==> src/rtl/mem_port_arbiter.sv <==
// Two-requester round-robin arbiter in front of a single-port word memory.
// Each access runs IDLE -> ACCESS -> DONE; the request is latched at the IDLE capture edge.
module mem_port_arbiter #(
  parameter int DBITS = 16,
  parameter int ABITS = 12
) (
  input  logic             clk,
  input  logic             reset,
  input  logic             req0,
  input  logic             req1,
  input  logic             we0,
  input  logic             we1,
  input  logic [DBITS-1:0] addr0,
  input  logic [DBITS-1:0] addr1,
  input  logic [DBITS-1:0] wdata0,
  input  logic [DBITS-1:0] wdata1,
  output logic             gnt0,
  output logic             gnt1,
  output logic             ack0,
  output logic             ack1,
  output logic [DBITS-1:0] rdata,
  output logic             busy,
  output logic [ABITS-1:0] mem_addr,
  output logic [DBITS-1:0] mem_din,
  output logic             mem_we,
  input  logic [DBITS-1:0] mem_dout
);

  typedef enum logic [1:0] {IDLE, ACCESS, DONE} state_t;

  state_t           state_q, state_d;
  logic [DBITS-1:0] mar_q, mar_d;
  logic [DBITS-1:0] wdr_q, wdr_d;
  logic [DBITS-1:0] rdata_q, rdata_d;
  logic             we_r_q, we_r_d;
  logic             owner_q, owner_d;
  logic             last_q, last_d;
  logic             gnt0_q, gnt0_d, gnt1_q, gnt1_d;
  logic             ack0_q, ack0_d, ack1_q, ack1_d;
  logic             busy_q, busy_d;
  logic             en;
  logic             winner;
  logic             unused_mar_lsb;

  assign en             = (mar_q[DBITS-1:ABITS+1] == '0);
  assign unused_mar_lsb = mar_q[0];

  // Requester 1 wins when alone, or on a tie when requester 0 was served last.
  assign winner = req1 & (~req0 | ~last_q);

  always_comb begin
    state_d = state_q;
    mar_d   = mar_q;
    wdr_d   = wdr_q;
    we_r_d  = we_r_q;
    owner_d = owner_q;
    last_d  = last_q;
    rdata_d = rdata_q;
    case (state_q)
      IDLE: begin
        if (req0 | req1) begin
          state_d = ACCESS;
          owner_d = winner;
          last_d  = winner;
          mar_d   = winner ? addr1  : addr0;
          wdr_d   = winner ? wdata1 : wdata0;
          we_r_d  = winner ? we1    : we0;
        end
      end
      ACCESS: begin
        state_d = DONE;
        if (we_r_q)  rdata_d = wdr_q;
        else if (en) rdata_d = mem_dout;
        else         rdata_d = DBITS'(16'hDEAD);
      end
      DONE:    state_d = IDLE;
      default: state_d = IDLE;
    endcase
    gnt0_d = (state_d != IDLE) && !owner_d;
    gnt1_d = (state_d != IDLE) &&  owner_d;
    ack0_d = (state_d == DONE) && !owner_d;
    ack1_d = (state_d == DONE) &&  owner_d;
    busy_d = (state_d != IDLE);
  end

  always_ff @(posedge clk) begin
    if (reset) begin
      state_q <= IDLE;
      mar_q   <= '0;
      wdr_q   <= '0;
      we_r_q  <= 1'b0;
      owner_q <= 1'b0;
      last_q  <= 1'b1;
      rdata_q <= '0;
      gnt0_q  <= 1'b0;
      gnt1_q  <= 1'b0;
      ack0_q  <= 1'b0;
      ack1_q  <= 1'b0;
      busy_q  <= 1'b0;
    end else begin
      state_q <= state_d;
      mar_q   <= mar_d;
      wdr_q   <= wdr_d;
      we_r_q  <= we_r_d;
      owner_q <= owner_d;
      last_q  <= last_d;
      rdata_q <= rdata_d;
      gnt0_q  <= gnt0_d;
      gnt1_q  <= gnt1_d;
      ack0_q  <= ack0_d;
      ack1_q  <= ack1_d;
      busy_q  <= busy_d;
    end
  end

  // Reset gates the strobe directly so an aborted access never reaches memory.
  assign mem_we   = (state_q == ACCESS) && we_r_q && en && !reset;
  assign mem_addr = mar_q[ABITS:1];
  assign mem_din  = wdr_q;
  assign gnt0     = gnt0_q;
  assign gnt1     = gnt1_q;
  assign ack0     = ack0_q;
  assign ack1     = ack1_q;
  assign busy     = busy_q;
  assign rdata    = rdata_q;

endmodule

==> config.mk <==
export PLATFORM = sky130hd
export DESIGN_NAME = mem_port_arbiter
export DESIGN_NICKNAME = d
export VERILOG_FILES = /design/src/rtl/mem_port_arbiter.sv
export SDC_FILE = /design/constraint.sdc
export NUM_CORES = 1
export LEC_CHECK = 0
export BUFFER_PORTS_ARGS = -buffer_cell sky130_fd_sc_hd__buf_2
export CORE_MARGIN = 1.5
export CORE_UTILIZATION = 45
export CTS_BUF_LIST = sky130_fd_sc_hd__clkbuf_8
export CTS_CLUSTER_SIZE = 30
export DETAILED_ROUTE_END_ITERATION = 12
export GPL_TIMING_DRIVEN = 0
export HOLD_SLACK_MARGIN = 0.03
export PLACE_DENSITY = 0.76
export SLEW_MARGIN = 20
export SYNTH_ARGS = -nofsm -noshare
export SYNTH_HDL_FRONTEND = slang
export SYNTH_SLANG_ARGS = --single-unit
==> constraint.sdc <==
create_clock -name clk -period 1.9 [get_ports clk]
set_clock_uncertainty 0.2 [all_clocks]
set_input_delay 0.38 -clock clk [delete_from_list [all_inputs] [get_ports clk]]
set_output_delay 0.38 -clock clk [all_outputs]
set_load 0.02 [all_outputs]
After elaboration in Yosys (flattened, before gate mapping)
Cells that the tools add are included.
- eq/ne operators: 2
- reduce and logical (&&, ||, !) cells: 13
- muxes and demuxes: 9
- bitwise gates (word level): 5
- operators by type and width (cell ; count):
    2-to-1 mux 16 bit ; 4
    logical AND 1 bit ; 7
    case mux 2 bit (2 select lines) ; 1
    zero test 3 bit ; 1
    2-to-1 mux 1 bit ; 3
    == test 2 x 1 -> 1 bit (second input constant) ; 1
    == test 2 bit (second input constant) ; 1
    zero test 1 bit ; 2
    zero test 2 bit ; 1
    2-to-1 mux 2 bit ; 1
    NOT 1 bit ; 2
    OR 1 bit ; 2
    AND reduction 2 bit ; 1
    nonzero test 2 bit ; 1
    AND 1 bit ; 1
- flip-flop bits (word level): 58
- logic and storage cells: 41
- output and inout port bits: 50

Longest topological paths before layout
- depth after elaboration: 7
- gate-level depth with buffers: 6
- mapped depth without buffers: 3

Worst setup path after synthesis
Ideal clock, no wire load.
- kind: register to output
- from: register state_q[1]
- to: output mem_we
- arrival: 1.153 ns
- required time: 1.320 ns
- stages on the path, launching flop included: 6
- setup slack: 0.167 ns
- cells stage by stage: dfxtp_1 > nand2b_1 > buf_4 > buf_2 > nor2_1 > and3_1
- cells in the longest elaborated chain, start to end: 4
- ends and longest elaborated chain (item ; line ; source):
    start: declaration ; 31 ; state_t state_q, state_d;
    start signal: assignment ; 101 ; state_q <= state_d;
    == test 2 x 1 -> 1 bit ; 117 ; assign mem_we = (state_q == ACCESS) && we_r_q && en && !reset;
    logical AND 1 bit (3 in series) ; 117 ;
    end: declaration ; 25 ; output logic mem_we,
Every way passes these cells.

Final worst setup path
- from: register mar_q[13]
- to: output mem_we
- cells in the longest elaborated chain, start to end: 3
- ends and longest elaborated chain (item ; line ; source):
    start: declaration ; 32 ; logic [DBITS-1:0] mar_q, mar_d;
    start signal: assignment ; 102 ; mar_q <= mar_d;
    zero test 3 bit ; 45 ; assign en = (mar_q[DBITS-1:ABITS+1] == '0);
    logical AND 1 bit (2 in series) ; 117 ;
Every way passes these cells.

==> summary.md <==
| Metric | Value |
|---|---|
| Layout cells sized above 1 | `0.504` |
| Post-Syn Instances | `311` |
| Post-Place Setup Slack | `-0.135 ns` |
| Req. time, crit path | `1.32 ns` |
| First-pass GRT wire length | `12,700 um` |
| GR Overflow Total | `0` |
| DRC viols | `0` |
| 1st-iter DRT viols | `222` |
| Std-Cell Rows | `28` |
| H-tree depth | `3` |
| Layout area overhead | `36.5%` |
| Worst min-delay path category | `in2reg` |
| Clock latency on the worst-skew pair | `around 0.34 ns` |
| Max Clock Freq | `around 0.54 GHz` |
| CP max FO | `3` |
| Fin crit period | `about 1.8 ns` |
| Pin count of the biggest net entering global routing | `20` |
| Final Cycle Share | `0.967` |
| Critical R2R Launch | `last_q` |
| Outcome | `finished clean` |
| Critical path arrival | `1.26 ns` |
| Post-Layout Inst Area | `between 3000 and 4000 sq um` |
| Antenna violations before repair | `0` |
| Max Cap Viol | `0` |
| Critical Path, Cell by Cell | `nor3_2 -> and3_4 -> buf_6` |
| Wirelength per Cell | `15.2 um` |
| Setup TNS Final | `0 ns` |
| Placed cells | `slightly above 500` |
| Maximum resistive drop on vdd | `0.566 mV` |
| Hold Path Depth | `3` |
| Final setup margin | `between 0.06 and 0.07 ns` |
| R2r setup slk | `0.15 ns` |
| Post-synth top flop | `dfxtp_1` |
| Total Wirelength | `8150 um` |
| Seq/Total Area, Yosys | `0.401` |
| Placed standard-cell area | `3600 sq um` |
| TritonCTS Sinks | `57` |
| Cell taking the most area after synthesis | `dfxtp_1` |
| # IOs | `between 100 and 150` |
| Max_slew headroom | `0.481` |
| Post-synth EDFFs | `0` |
| Clock slew at reported path FFs | `around 0.07 ns` |
| Initial core utilization | `0.473` |
| CTS Buf Count | `9` |
| Core area | `6030 sq um` |
| HPWL Detailed | `5940 um` |
| Yosys top cell area share | `0.401` |
| Clock Tree Root | `clkbuf_8` |
| End of the critical path | `mem_we` |
| Die Ht | `82.6 um` |
| RSZ-0062 raised after global routing | `no` |
| Reg2Reg Depth | `4` |
| Seq cells post-synth | `57` |
| Critical path launch point type | `register` |
| Via count | `2,864` |
| Avg Cell Area, Syn | `roughly 9.2 sq um` |
| Antenna Cells | `0` |
| Routed met2 length | `roughly 3800 um` |
| PwrDens | `953 nW/um^2` |
| Worst slew pin tran | `0.778 ns` |
| Yosys Warn Count | `0` |
| Async S/R FF share, synth | `0` |
| Nets | `between 500 and 600` |
| Uppermost layer routed | `met4` |
| DRT antenna net count | `0` |
| Max incr delay on CP | `0.37 ns` |
| Final hold vios | `0` |
| Setup crit start | `mar_q[13]` |
| Max-slew violation count | `0` |
| Via density per instance | `5.35` |
| PortBufs | `132` |
| Die width | `82.6 um` |
| M1 WL | `3570 um` |
| Util after Layout | `0.645` |
| First-pass DRT Iterations | `5` |
| Gpl congestion | `0.880` |
| GRT Overall Usage | `0.249` |
| CP bufs+invs | `1` |
| Crit path depth | `3` |
| TritonCTS clock tree | `built` |
| Fin cells | `535` |
| Commonest non-fill, non-tap cell in the layout | `buf_2` |
| Post-CTS Hold Buffers | `0` |
| Mapped Nets | `397` |
| Crit Reg-Reg Endpoint | `mem_din[15]` |
| Cell variety after synth | `30` |
| Worst setup EP type | `output port` |
| Clock buffer depth | `2` |
| Met3 WL post-DR | `roughly 630 um` |
| Largest cells by area after synthesis | `dfxtp_1, a311oi_2, nand2_1` |
| Top delay family on crit path | `simple AND/OR/NAND/NOR gates` |
| Final setup violation count | `0` |
| Syn Std Cell Area | `2850 sq um` |
| HP Start | `mem_dout[12]` |
| Slowest CP cell | `dfxtp_1` |
| Crit Path Category | `reg2out` |
| Vias in the first global route | `2,700` |
| Die area | `6810 sq um` |
| Leak pwr | `0.00177 uW` |
| Most frequent cells in the layout | `buf_2, nand2_1, dfxtp_1` |
## cells by family after synthesis
logic type / after synthesis / synth area share
buffers and inverters: 54 / 0.106
and+or+nand+nor: 115 / 0.188
AOI/OAI and AO/OA: 85 / 0.305
DFF: 57 / 0.401
## layout make-up
class	instances	area [sq um]
timing repair buffer	136	697
inverter	12	45.0
clock buffer	10	138
buffer	39	249
sequential	57	1140
clock inverter	6	91.3
tap	75	93.8
multi-input combinational	200	1430
fill	529	2140
## registers in the layout, summed over array words and instances, names as in the netlist
name	cells
last_q	1
ack0	1
busy	1
owner_q	1
mem_din	16
gnt0	1
rdata	16
state_q	2
ack1	1
gnt1	1
mar_q	15
we_r_q	1
## layer usage
metal,up-vias,GRT usage
met2,138,0.390
met4,0,0.103
met3,17,0.0462
met1,1325,0.335
li1,1384,-
met5,-,0
## worst min-delay path by stage
| stage | to | slack (ns) |
|---|---|---|
| after CTS | rdata[7] | 0.09 |
| after floorplan | ack0 | 0.22 |
| after detailed placement | ack0 | 0.25 |
| final | rdata[12] | 0.09 |
| after global placement | ack0 | 0.25 |
| after global routing | rdata[7] | 0.11 |
## report_power, final
| group | switching [uW] | leakage [uW] | internal, uW | total (uW) |
|---|---|---|---|---|
| logic | 569 | 0.00119 | 423 | 992 |
| clock network | 517 | 0.000105 | 775 | 1290 |
| registers | 92.5 | 0.000473 | 1330 | 1420 |
## tightest hold or removal path, delay by kind of cell
family	cells	cell delay, ns
buffers and inverters	2	0.14
AOI/OAI and AO/OA	1	0.05
## Yosys cell counts (3+ instances only)
master / n
buf_2: 8
inv_1: 12
buf_6: 5
nand2_1: 64
nor2b_1: 4
nor3_1: 7
a311oi_1: 3
a21oi_1: 32
a311oi_2: 29
a221oi_1: 5
clkbuf_1: 15
nor2_1: 20
nor3b_1: 12
a2111oi_2: 10
buf_4: 14
dfxtp_1: 57
## what timing repair did
action                     4_1_cts  5_1_grt
setup buffers                    3        1
gates resized for setup         10        8
cloned                           0        0
setup endpoints to repair        1       22
pin swaps                        0        1
## metrics by stage
| step | power [uW] | hold slack, ns |
|---|---|---|
| finish | 3700 | 0.0937 |
| global placement | 2400 | 0.248 |
| global route | 3890 | 0.105 |
| CTS | 3720 | 0.0914 |
| floorplan | 2100 | 0.217 |
| detailed placement | 2420 | 0.254 |
(Power assumes the default switching activity.)
